===== src/rtl/ch_packer_pkg.sv =====
// Shared types and sizing helpers for the dequeue-side beat packer.
package ch_packer_pkg;

  typedef enum logic {
    FILL = 1'b0,
    HOLD = 1'b1
  } state_t;

  localparam int DEF_DATA_WIDTH = 4;
  localparam int DEF_BEATS      = 4;
  localparam int WORD_WIDTH     = DEF_DATA_WIDTH * DEF_BEATS;
  localparam int CNT_WIDTH      = $clog2(DEF_BEATS + 1);

  function automatic int slot_lsb(input int idx, input int dw);
    return idx * dw;
  endfunction

endpackage


===== src/rtl/ch_packer_slot_reg.sv =====
// One beat-wide slot of the packing register; write has priority over clear.
module ch_packer_slot_reg #(
  parameter int DATA_WIDTH = 4
) (
  input  logic                  clk,
  input  logic                  reset,
  input  logic                  wr_en,
  input  logic                  clr,
  input  logic [DATA_WIDTH-1:0] d,
  output logic [DATA_WIDTH-1:0] q
);

  always_ff @(posedge clk) begin
    if (reset)      q <= '0;
    else if (wr_en) q <= d;
    else if (clr)   q <= '0;
  end

endmodule


===== src/rtl/ch_deq_packer.sv =====
// Packs BEATS narrow beats into one wide word, with explicit flush of partial words.
// Optional idle auto-flush is compiled in with CH_PACKER_TIMEOUT_EN.
module ch_deq_packer
  import ch_packer_pkg::*;
#(
  parameter int DATA_WIDTH = DEF_DATA_WIDTH,
  parameter int BEATS      = DEF_BEATS,
  parameter int TIMEOUT    = 15
) (
  input  logic                          clk,
  input  logic                          reset,
  input  logic                          in_valid,
  input  logic [DATA_WIDTH-1:0]         in_data,
  output logic                          in_ready,
  input  logic                          flush,
  output logic                          out_valid,
  output logic [DATA_WIDTH*BEATS-1:0]   out_data,
  output logic [$clog2(BEATS+1)-1:0]    out_beats,
  input  logic                          out_ready
);

  localparam int CW = $clog2(BEATS + 1);

  state_t        state, state_nxt;
  logic [CW-1:0] count;
  logic [CW-1:0] fill_cnt;
  logic          acc, do_flush, last_beat, go_hold, handshake;

  assign acc       = in_valid & in_ready;
  assign handshake = (state == HOLD) & out_ready;
  assign fill_cnt  = count + CW'(acc);
  assign last_beat = acc && (count == CW'(BEATS - 1));
  assign go_hold   = (state == FILL) && (last_beat || (do_flush && fill_cnt != '0));

`ifdef CH_PACKER_TIMEOUT_EN
  localparam int IW = $clog2(TIMEOUT + 1);
  logic [IW-1:0] idle;

  assign do_flush = flush | (idle == IW'(TIMEOUT));

  // Counts only while a partial word sits waiting; never exceeds TIMEOUT.
  always_ff @(posedge clk) begin
    if (reset)
      idle <= '0;
    else if (state == FILL && count != '0 && !acc && !go_hold)
      idle <= idle + IW'(1);
    else
      idle <= '0;
  end
`else
  assign do_flush = flush;
`endif

  always_ff @(posedge clk) begin
    if (reset) state <= FILL;
    else       state <= state_nxt;
  end

  always_comb begin
    state_nxt = state;
    case (state)
      FILL:    if (go_hold)   state_nxt = HOLD;
      HOLD:    if (out_ready) state_nxt = FILL;
      default: state_nxt = FILL;
    endcase
  end

  always_comb begin
    in_ready  = 1'b1;
    out_valid = 1'b0;
    if (state == HOLD) begin
      in_ready  = out_ready;
      out_valid = 1'b1;
    end
  end

  always_ff @(posedge clk) begin
    if (reset) begin
      count     <= '0;
      out_beats <= '0;
    end else if (state == FILL) begin
      if (go_hold) begin
        count     <= '0;
        out_beats <= fill_cnt;
      end else begin
        count     <= fill_cnt;
      end
    end else if (out_ready) begin
      count     <= CW'(acc);
      out_beats <= '0;
    end
  end

  // The slot registers are out_data; in HOLD only the handshake can touch them.
  for (genvar gi = 0; gi < BEATS; gi++) begin : g_slot
    logic wr_en;
    if (gi == 0) begin : g_first
      assign wr_en = acc & ((state == HOLD) | (count == '0));
    end else begin : g_rest
      assign wr_en = acc & (state == FILL) & (count == CW'(gi));
    end

    ch_packer_slot_reg #(.DATA_WIDTH(DATA_WIDTH)) u_slot (
      .clk   (clk),
      .reset (reset),
      .wr_en (wr_en),
      .clr   (handshake),
      .d     (in_data),
      .q     (out_data[slot_lsb(gi, DATA_WIDTH) +: DATA_WIDTH])
    );
  end

endmodule


===== config.mk =====
export PLATFORM = sky130hd
export DESIGN_NAME = ch_deq_packer
export DESIGN_NICKNAME = d
export VERILOG_FILES = /design/src/rtl/ch_packer_pkg.sv /design/src/rtl/ch_packer_slot_reg.sv /design/src/rtl/ch_deq_packer.sv
export SDC_FILE = /design/constraint.sdc
export NUM_CORES = 1
export LEC_CHECK = 0
export CAP_MARGIN = 20
export CELL_PAD_IN_SITES_DETAIL_PLACEMENT = 1
export CELL_PAD_IN_SITES_GLOBAL_PLACEMENT = 2
export CORE_MARGIN = 2
export CORE_UTILIZATION = 29
export DETAILED_ROUTE_END_ITERATION = 10
export GPL_ROUTABILITY_DRIVEN = 0
export HOLD_SLACK_MARGIN = 0.1
export MAX_ROUTING_LAYER = met4
export PLACE_DENSITY = 0.83
export SLEW_MARGIN = 5
export SYNTH_ARGS = -nofsm -noshare
export SYNTH_HDL_FRONTEND = slang
export SYNTH_SLANG_ARGS = --single-unit

===== constraint.sdc =====
create_clock -name clk -period 3.3 [get_ports clk]
set_clock_uncertainty 0.2 [all_clocks]
set_input_delay 0.66 -clock clk [delete_from_list [all_inputs] [get_ports clk]]
set_output_delay 0.66 -clock clk [all_outputs]
set_load 0.1 [all_outputs]

==> results of run 1 <==
-- area by class of cell --
cell class | instances | area (um^2) | share of cell area, %
Clock buffer | 3 | 22.5 | 1.65
Sequential cell | 23 | 462 | 33.9
Inverter | 1 | 3.75 | 0.275
Timing Repair Buffer | 29 | 250 | 18.4
Clock inverter | 1 | 5.00 | 0.367
Tap cell | 46 | 57.6 | 4.22
Multi-Input combinational cell | 85 | 562 | 41.2
-- report_power, final --
group          total (uW)  internal [uW]  switching [uW]
logic                 167           49.6             118
registers             303            289            14.8
clock network         132           45.2            86.3
total                 602            383             219
-- worst max-delay path, stage by stage --
cell and delay [ps]:
clkdlybuf4s50_1 520, nor2b_1 280, inv_1 130, and2_1 180
ha_1 180, ha_1 220, xor2_1 190, o31ai_2 300
a21oi_2 120, o2bb2ai_1 180
-- sequential cells by signal, indices dropped and copies added, names as in the netlist --
| name | cells |
|---|---|
| g_slot.u_slot.q | 16 |
| state | 1 |
| out_beats | 3 |
| count | 3 |
-- metrics by stage --
stage	instance area (um^2)	power, uW
after floorplan	1060	432
after global placement	1340	475
after detailed placement	1340	478
after CTS	1360	610
after global routing	1360	638
final	1360	602
-- layer usage --
metal  GRT usage, %  routed length, um
met5              -                  0
met3           2.43                 75
met2           23.2               1330
met4           3.99                 14
met1           18.7               1300
-- worst paths after layout --
kind / from / end / slack, ps
max: out_ready / out_beats[0] / 380
min: g_slot[3].u_slot.q[0] / g_slot[3].u_slot.q[0] / 280
max reg2reg: state / out_beats[0] / 690
min reg2reg: g_slot[3].u_slot.q[0] / g_slot[3].u_slot.q[0] / 280
-- Yosys cell counts (2+ instances only) --
cell type,number
nand2b_1,4
a32oi_1,4
o2bb2ai_1,3
a21oi_1,15
nand3b_1,4
clkbuf_1,2
nor3_1,2
nand2_1,14
ha_1,2
nand3_1,12
dfxtp_1,23
nor2_1,6
buf_4,2
-- cell families (layout without fill, tap and decap cells) --
kind of cell             after synthesis  in the layout
AND/OR/NAND/NOR                       53             53
AO/OA/AOI/OAI                         28             28
flip-flops                            23             23
buffers and inverters                  7             34
adder cells (fa/ha/maj)                2              2
XOR/XNOR                               1              1
multiplexers                           1              1
==> metrics.yaml, run 1 <==
drt-pass1-iter-count: 4
drc: 0
synth_area_um2: 1060
numPortBuffers: 29
vias: 954
outcome: "completed"
yosysTopAreaCell: "dfxtp_1"
hold_depth: 2
fin_crit_sh_pct: 88.4
post_cts_buffers: 0
syn2layout_area_growth_pct: 28.7
dieArea_um2: 4150
finalHoldWorstSlack_ps: 277
leakagePower_uw: 0.000492
tightestPinTransition_ps: 933
layout_commonest_cell: "dfxtp_1"
insertion_delay_ps: 310
hold_violations: 0
grt_pass1_wl_mm: 4.59
layout_setup_ws_ps: 383
async_reset_ff_share_pct: 0
cts_tree: "done"
yosys_warnings: 0
synth_xor_area_share_pct: 0.827
irDropWorstVdd_mv: 0.175
start_kind: "primary input"
synth_fa_ha_area_share_pct: 2.36
start_util_pct: 31.0
drt-total-wl_mm: 2.72
max_slew_margin_pct: 37.6
synth_seq_cells: 23
drt_iter0_drc: 33
dp_hpwl_mm: 2.05
die_h_um: 64.4
ant_nets: 0
rows: 21
rsz0062_at_grt: "false"
path_class: "in -> reg"
maxCapViolations: 0
mostFrequentLayoutCells: "dfxtp_1, buf_4, a21oi_1, nand2_1, nand3_1"
synth_top_family_by_area: "simple AND/OR/NAND/NOR gates"
yosysTopAreaCellShare_pct: 43.5
path_max_fanout: 5
grtUsageTotal_pct: 14.4
final.setup.tns_ps: 0
finalSetupViolations: 0
synthDistinctLibCells: 35
grt_max_degree: 25
powerDensity_nw_per_um2: 442
root_buffer: "clkbuf_4"
core_area_um2: 3420
yosysSeqAreaShare_pct: 43.5
cts_max_level: 1
synth_cells: 115
placed_cells: 184
die-width_um: 64.4
synth_edf_count: 0
layout.nets: 154
required_ps: 3340
drive_above_1_share_pct: 25.4
synth-simple-area-share_pct: 28.4
antenna_found_initial: 0
place_ws_ps: 71.3
pin_count: 30
cts_buffer_depth: 2
arrival_ps: 2950
slew_viol_final: 0
synth_compound_area_share_pct: 20.4
fmax_mhz: 343
stdcell_count: 188
post_cts_resized: 0
antenna_cells: 0
avgViaCountPerCell: 5.07
num-fill-cells: 413
r2r_cells: 9
hp-class: "reg -> reg"
cts_hold_buf: 0
grt_pass1_vias: 955
fin_crit_ps: 2920
syn_nets: 126
post_drt_wl_per_cell_um: 14.5
synth.avg_cell_area_um2: 9.20
end_kind: "register"
gr-total-overflow: 0
cts_inserted_buffers: 3
synthMuxAreaShare_pct: 1.06
ys_top_cells_by_area: "dfxtp_1, a21oi_1, nand3_1"
clk_pin_slew_worst_paths_ps: 130
cts_sinks: 23
synth_top_flop_cell: "dfxtp_1"
post-route-util_pct: 39.9
Power figures use the tool's default switching activity.
==> inputs of run 2 (changes only) <==
--- a/config.mk
+++ b/config.mk
@@ -5,11 +5,12 @@
 export SDC_FILE = /design/constraint.sdc
 export NUM_CORES = 1
 export LEC_CHECK = 0
+export ABC_AREA = 1
 export CAP_MARGIN = 20
 export CELL_PAD_IN_SITES_DETAIL_PLACEMENT = 1
 export CELL_PAD_IN_SITES_GLOBAL_PLACEMENT = 2
 export CORE_MARGIN = 2
-export CORE_UTILIZATION = 29
+export CORE_UTILIZATION = 28
 export DETAILED_ROUTE_END_ITERATION = 10
 export GPL_ROUTABILITY_DRIVEN = 0
 export HOLD_SLACK_MARGIN = 0.1
==> run 2 against run 1 <==
  * Sequential cell count is the same
  * First-iteration DRC count grew 12%
  * Fmax grew 11%
  * Final cell count grew 12%
  * Global-route usage grew 0.70 points
  * Wire length grew 3.4%
  * Combinational power grew 63%
  * Worst setup slack gained 300 ps
  * Critical path type unchanged
  * Highest routed layer unchanged
==> metrics.yaml, run 2 <==
arrival_ps: 2620
postLayoutCellArea_um2: 1410
cts_tree: "done"
r2r_setup_slack_ps: 920
cts_buffer_depth: 2
fin_crit_sh_pct: 79.3
drt_iter0_drc: 37
regArea_um2: 460
clk_pin_slew_worst_paths_ps: 80
drt-total-wl_mm: 2.82
powerDensity_nw_per_um2: 538
die_h_um: 65.8
grt_pass1_wl_mm: 4.95
hold_violations: 0
tightestPinTransition_ps: 665
outcome: "completed"
met2_usage_pct: 23.5
rows: 22
multi_input_area_um2: 542
synth_edf_count: 0
use_met3_pct: 3.24
pin_count: 30
yosysMostFrequentCell: "nand2_1"
top_regs: "g_slot.u_slot.q: 16 flops, count: 3 flops, out_beats: 3 flops"
numPortBuffers: 29
start_kind: "primary input"
mostFrequentLayoutCells: "nand2_1, dfxtp_1, buf_4, a21oi_1, nand3_1"
grtUsageTotal_pct: 15.1
num-fill-cells: 448
hp-class: "reg -> reg"
grt_max_degree: 19
synth_area_um2: 1070
synth_top_flop_cell: "dfxtp_1"
yosys_warnings: 0
synth_cells: 132
max_slew_margin_pct: 55.5
vias: 992
use_met1_pct: 20.2
yosysTopAreaCellShare_pct: 43.0
post_cts_buffers: 0
drc: 0
cts_sinks: 23
gr-total-overflow: 0
syn2layout_area_growth_pct: 31.7
start_util_pct: 29.3
dp_hpwl_mm: 2.16
slew_viol_final: 0
slowest_stage: "clkdlybuf4s50_1"
yosysSeqAreaShare_pct: 43.0
core_area_um2: 3660
maxCapViolations: 0
finalSetupViolations: 0
place_area_um2: 1370
path_class: "in -> reg"
antenna_cells: 0
synth_seq_cells: 23
grt_pass1_vias: 1047
synth.avg_cell_area_um2: 8.11
worstPathCellList: "clkdlybuf4s50_1 -> inv_2 -> nor2_4 -> ha_1 -> ha_1 -> nor2_1 -> nand3_2 -> nand2_2 -> nand3_4 -> nand2_2 -> nand2_1 -> a21oi_2"
slowest_delay_ps: 630
end_kind: "register"
final.setup.tns_ps: 0
insertion_delay_ps: 270
fin_crit_ps: 2620
yosysTopAreaCell: "dfxtp_1"
required_ps: 3300
drive_above_1_share_pct: 29.4
path_max_fanout: 7
die-width_um: 65.8
layout_commonest_cell: "nand2_1"
avgViaCountPerCell: 4.70
cts_inserted_buffers: 3
leakagePower_uw: 0.000552
place_ws_ps: 413
synthDistinctLibCells: 21
post_drt_wl_per_cell_um: 13.3
drt-pass1-iter-count: 2
async_reset_ff_share_pct: 0
syn_nets: 143
regMostFlops: "g_slot.u_slot.q"
dieArea_um2: 4340
cts_hold_buf: 0
top_usage_layer: "met2"
layout_setup_ws_ps: 682
rsz0062_at_grt: "false"
antenna_found_initial: 0
irDropWorstVdd_mv: 0.254
largest_reg_flops: 16
fmax_mhz: 382
ant_nets: 0
synth_common_cells: "nand2_1, dfxtp_1, a21oi_1"
root_buffer: "clkbuf_8"
post_cts_resized: 0
layout.nets: 175
ys_top_cells_by_area: "dfxtp_1, nand2_1, a21oi_1"
cts_max_level: 1
[run 2: changes by cell type after synthesis, sizes merged, moves of 3 or more]
cell and change:
nand4 +4, inv +11, a21oi +7, nor3 -3
nand2b -5, nand3b -4, nand2 +29, a32oi -4
o2bb2ai -3
[run 2: layer usage]
metal / vias to the layer above / part of all wire [%]
met4: 0 / 1.1
met2: 16 / 49
met5: - / 0
met3: 5 / 2.6
met1: 473 / 48
li1: 498 / -
[run 2: cell type report]
type                    count  share of cell area (%)
clock buffers               4                    3.19
inverters                  12                    3.19
multi-input cells          94                    38.4
flip-flops and latches     23                    32.7
well taps                  48                    4.26
repair buffers             30                    18.3
[run 2: cell families (layout without fill, tap and decap cells)]
logic type	count (synthesis)	count (layout)	synth area share, %
compound gates	24	24	14.5
fa+ha+maj	2	2	2.34
buf+inv	15	46	6.42
flops	23	23	43.0
simple gates	68	68	33.8
[run 2: worst max-delay path: cells and delay by family]
kind	cells	cell delay [ps]
adder cells (fa/ha/maj)	2	410
AO/OA/AOI/OAI	1	110
AND/OR/NAND/NOR	7	730
buffers and inverters	2	720
[run 2: path summary, 6_finish.rpt]
check | startpoint | endpoint | cells after the start
worst max-delay path | in_valid | out_beats[1] | 12
worst min-delay path | g_slot[2].u_slot.q[0] | g_slot[2].u_slot.q[0] | 2
worst max register to register | state | out_beats[1] | 12
worst min register to register | g_slot[2].u_slot.q[0] | g_slot[2].u_slot.q[0] | 2
[run 2: power by group]
part	switching [uW]	internal [uW]	total (uW)
sequential	13.5	294	308
combinational	203	69.7	272
clock	91.8	86.2	178
total	308	450	758
[run 2: stage by stage]
| step | power (uW) | std cells | util [%] | hold slack (ps) |
|---|---|---|---|---|
| 2_1_floorplan | 526 | 132 | - | 328 |
| 3_3_place_gp | 584 | 207 | 37.3 | 252 |
| 3_5_place_dp | 588 | 207 | 37.3 | 254 |
| 4_1_cts | 766 | 211 | 38.5 | 267 |
| 5_1_grt | 801 | 211 | 38.5 | 301 |
| 6_report | 758 | 211 | 38.5 | 263 |
==> patch, RTL diff (flow settings as in run 2) <==
Set the package constant `DEF_BEATS` to 8 (it was 4).
--- a/src/rtl/ch_packer_pkg.sv
+++ b/src/rtl/ch_packer_pkg.sv
@@ -8,5 +8,5 @@
 
   localparam int DEF_DATA_WIDTH = 4;
-  localparam int DEF_BEATS      = 4;
+  localparam int DEF_BEATS      = 8;
   localparam int WORD_WIDTH     = DEF_DATA_WIDTH * DEF_BEATS;
   localparam int CNT_WIDTH      = $clog2(DEF_BEATS + 1);
Ports: changed (resized out_beats and out_data); port bits go from 30 to 47. The function was not compared with the original's and may differ.
==> patch against run 2 <==
  * Area after synthesis grew 62%
  * Routed wire length grew 80%
  * Sequential cell count grew 18
  * Critical path depth grew 1
  * Setup slack lost 0.20 ns
  * Design area grew 60%
  * Combinational power grew 5%
  * Utilization shrank 0.53 points
  * Total power grew 52%
  * Largest power group unchanged
  * Highest routed layer unchanged
==> patch: results (changes against run 2) <==
result of the run -> complete, no violations
DR iter-0 viols -> 78 (+110%)
post-DP HPWL -> 3560 um (+65%)
number of inserted filler cells in the final layout -> 760 (+70%)
post-detailed-route via-to-cell ratio -> 4.68 (-0.46%)
input/output buffers -> 46 (+59%)
met1 Usage GRT -> 20.6% (+0.36 points)
Routed met3 length -> 132 um (+81%)
hold_ws -> 0.264 ns (+0.000414 ns)
biggest registers after layout -> g_slot.u_slot.q x32, count x4, out_beats x4
Post-Syn Instances -> 237 (+80%)
Clock group -> 0.000344 W (+93%)
share of total power consumed by net switching -> 35.5% (-5.2 points)
Worst slew margin -> 70.5% (+15 points)
detailed-route wire length on metal 1 -> 2430 um (+81%)
critical-path maximum fanout -> 5 (-2)
capture endpoint of the worst hold path -> g_slot[2].u_slot.q[3]$_SDFFE_PP0P_
leakage power total -> 0.931 nW (+69%)
number of H-tree branching levels -> 2 (+1)
final routed wire length divided by cell count -> 14.3 um (+6.8%)
vias in the first global route -> 1,636 (+56%)
clock network latency to the later pin of the worst-skew pair -> 0.30 ns (+0.03 ns)
Reg-to-Reg End -> out_beats[3]$_SDFFE_PP0P_
Post-Place Cells -> 349 (+69%)
detailed-router iteration count before antenna repair -> 4 (+2)
met2 Track Usage GR -> 27.6% (+4.1 points)
sequential element share of the synthesized area -> 47.3% (+4.3 points)
maximum number of pins on one net before global-route repair -> 42 (+23)
FF-to-FF path depth -> 13 (+1)
share of layout cells above drive strength 1 -> 21.0% (-8.5 points)
worst slack after detailed placement -> 0.160 ns (-0.253 ns)
final worst slack -> 0.481 ns (-0.201 ns)
nets@finish -> 292 (+67%)
register-to-register path setup slack -> 0.81 ns (-0.11 ns)
part of the total power dissipated in sequential elements -> 45.5% (+4.9 points)
maximum resistive drop on vdd -> 0.190 mV (-25%)
patch: layout make-up:
type / count / area, um2 / share of cell area, %
clock buffer: 6 / 82.6 / 3.65
clock inverter: 1 / 7.51 / 0.332
inverter: 21 / 78.8 / 3.48
multi-input combinational: 163 / 778 / 34.4
sequential: 41 / 821 / 36.3
tap: 75 / 93.8 / 4.15
timing repair buffer: 49 / 400 / 17.7
patch: kinds of logic (layout without fill, tap and decap cells):
group	count (synthesis)	count (layout)	synth area share, %
AOI/OAI and AO/OA	43	43	12.9
DFF	41	41	47.3
and+or+nand+nor	118	118	30.5
adders and majority gates	2	2	1.44
buffers and inverters	33	77	7.86
patch: worst max path at each step:
stage                          start                         to
global route               out_ready  out_beats[1]$_SDFFE_PP0P_
global placement           out_ready  out_beats[3]$_SDFFE_PP0P_
finish                     out_ready  out_beats[3]$_SDFFE_PP0P_
detailed placement         out_ready  out_beats[1]$_SDFFE_PP0P_
CTS                        out_ready  out_beats[1]$_SDFFE_PP0P_
floorplan           state$_SDFF_PP0_  out_beats[0]$_SDFFE_PP0P_
patch: worst max-delay path, stage by stage:
cell                              delay (ns)
sky130_fd_sc_hd__clkdlybuf4s50_1        0.49
sky130_fd_sc_hd__nor2_4                 0.19
sky130_fd_sc_hd__nor2_2                 0.06
sky130_fd_sc_hd__ha_1                   0.21
sky130_fd_sc_hd__ha_1                   0.32
sky130_fd_sc_hd__or2_2                  0.28
sky130_fd_sc_hd__nor2_1                 0.10
sky130_fd_sc_hd__nand2_1                0.06
sky130_fd_sc_hd__nand2_1                0.08
sky130_fd_sc_hd__nand3_2                0.10
sky130_fd_sc_hd__nand2_2                0.11
sky130_fd_sc_hd__nand2_1                0.06
sky130_fd_sc_hd__a21oi_1                0.12
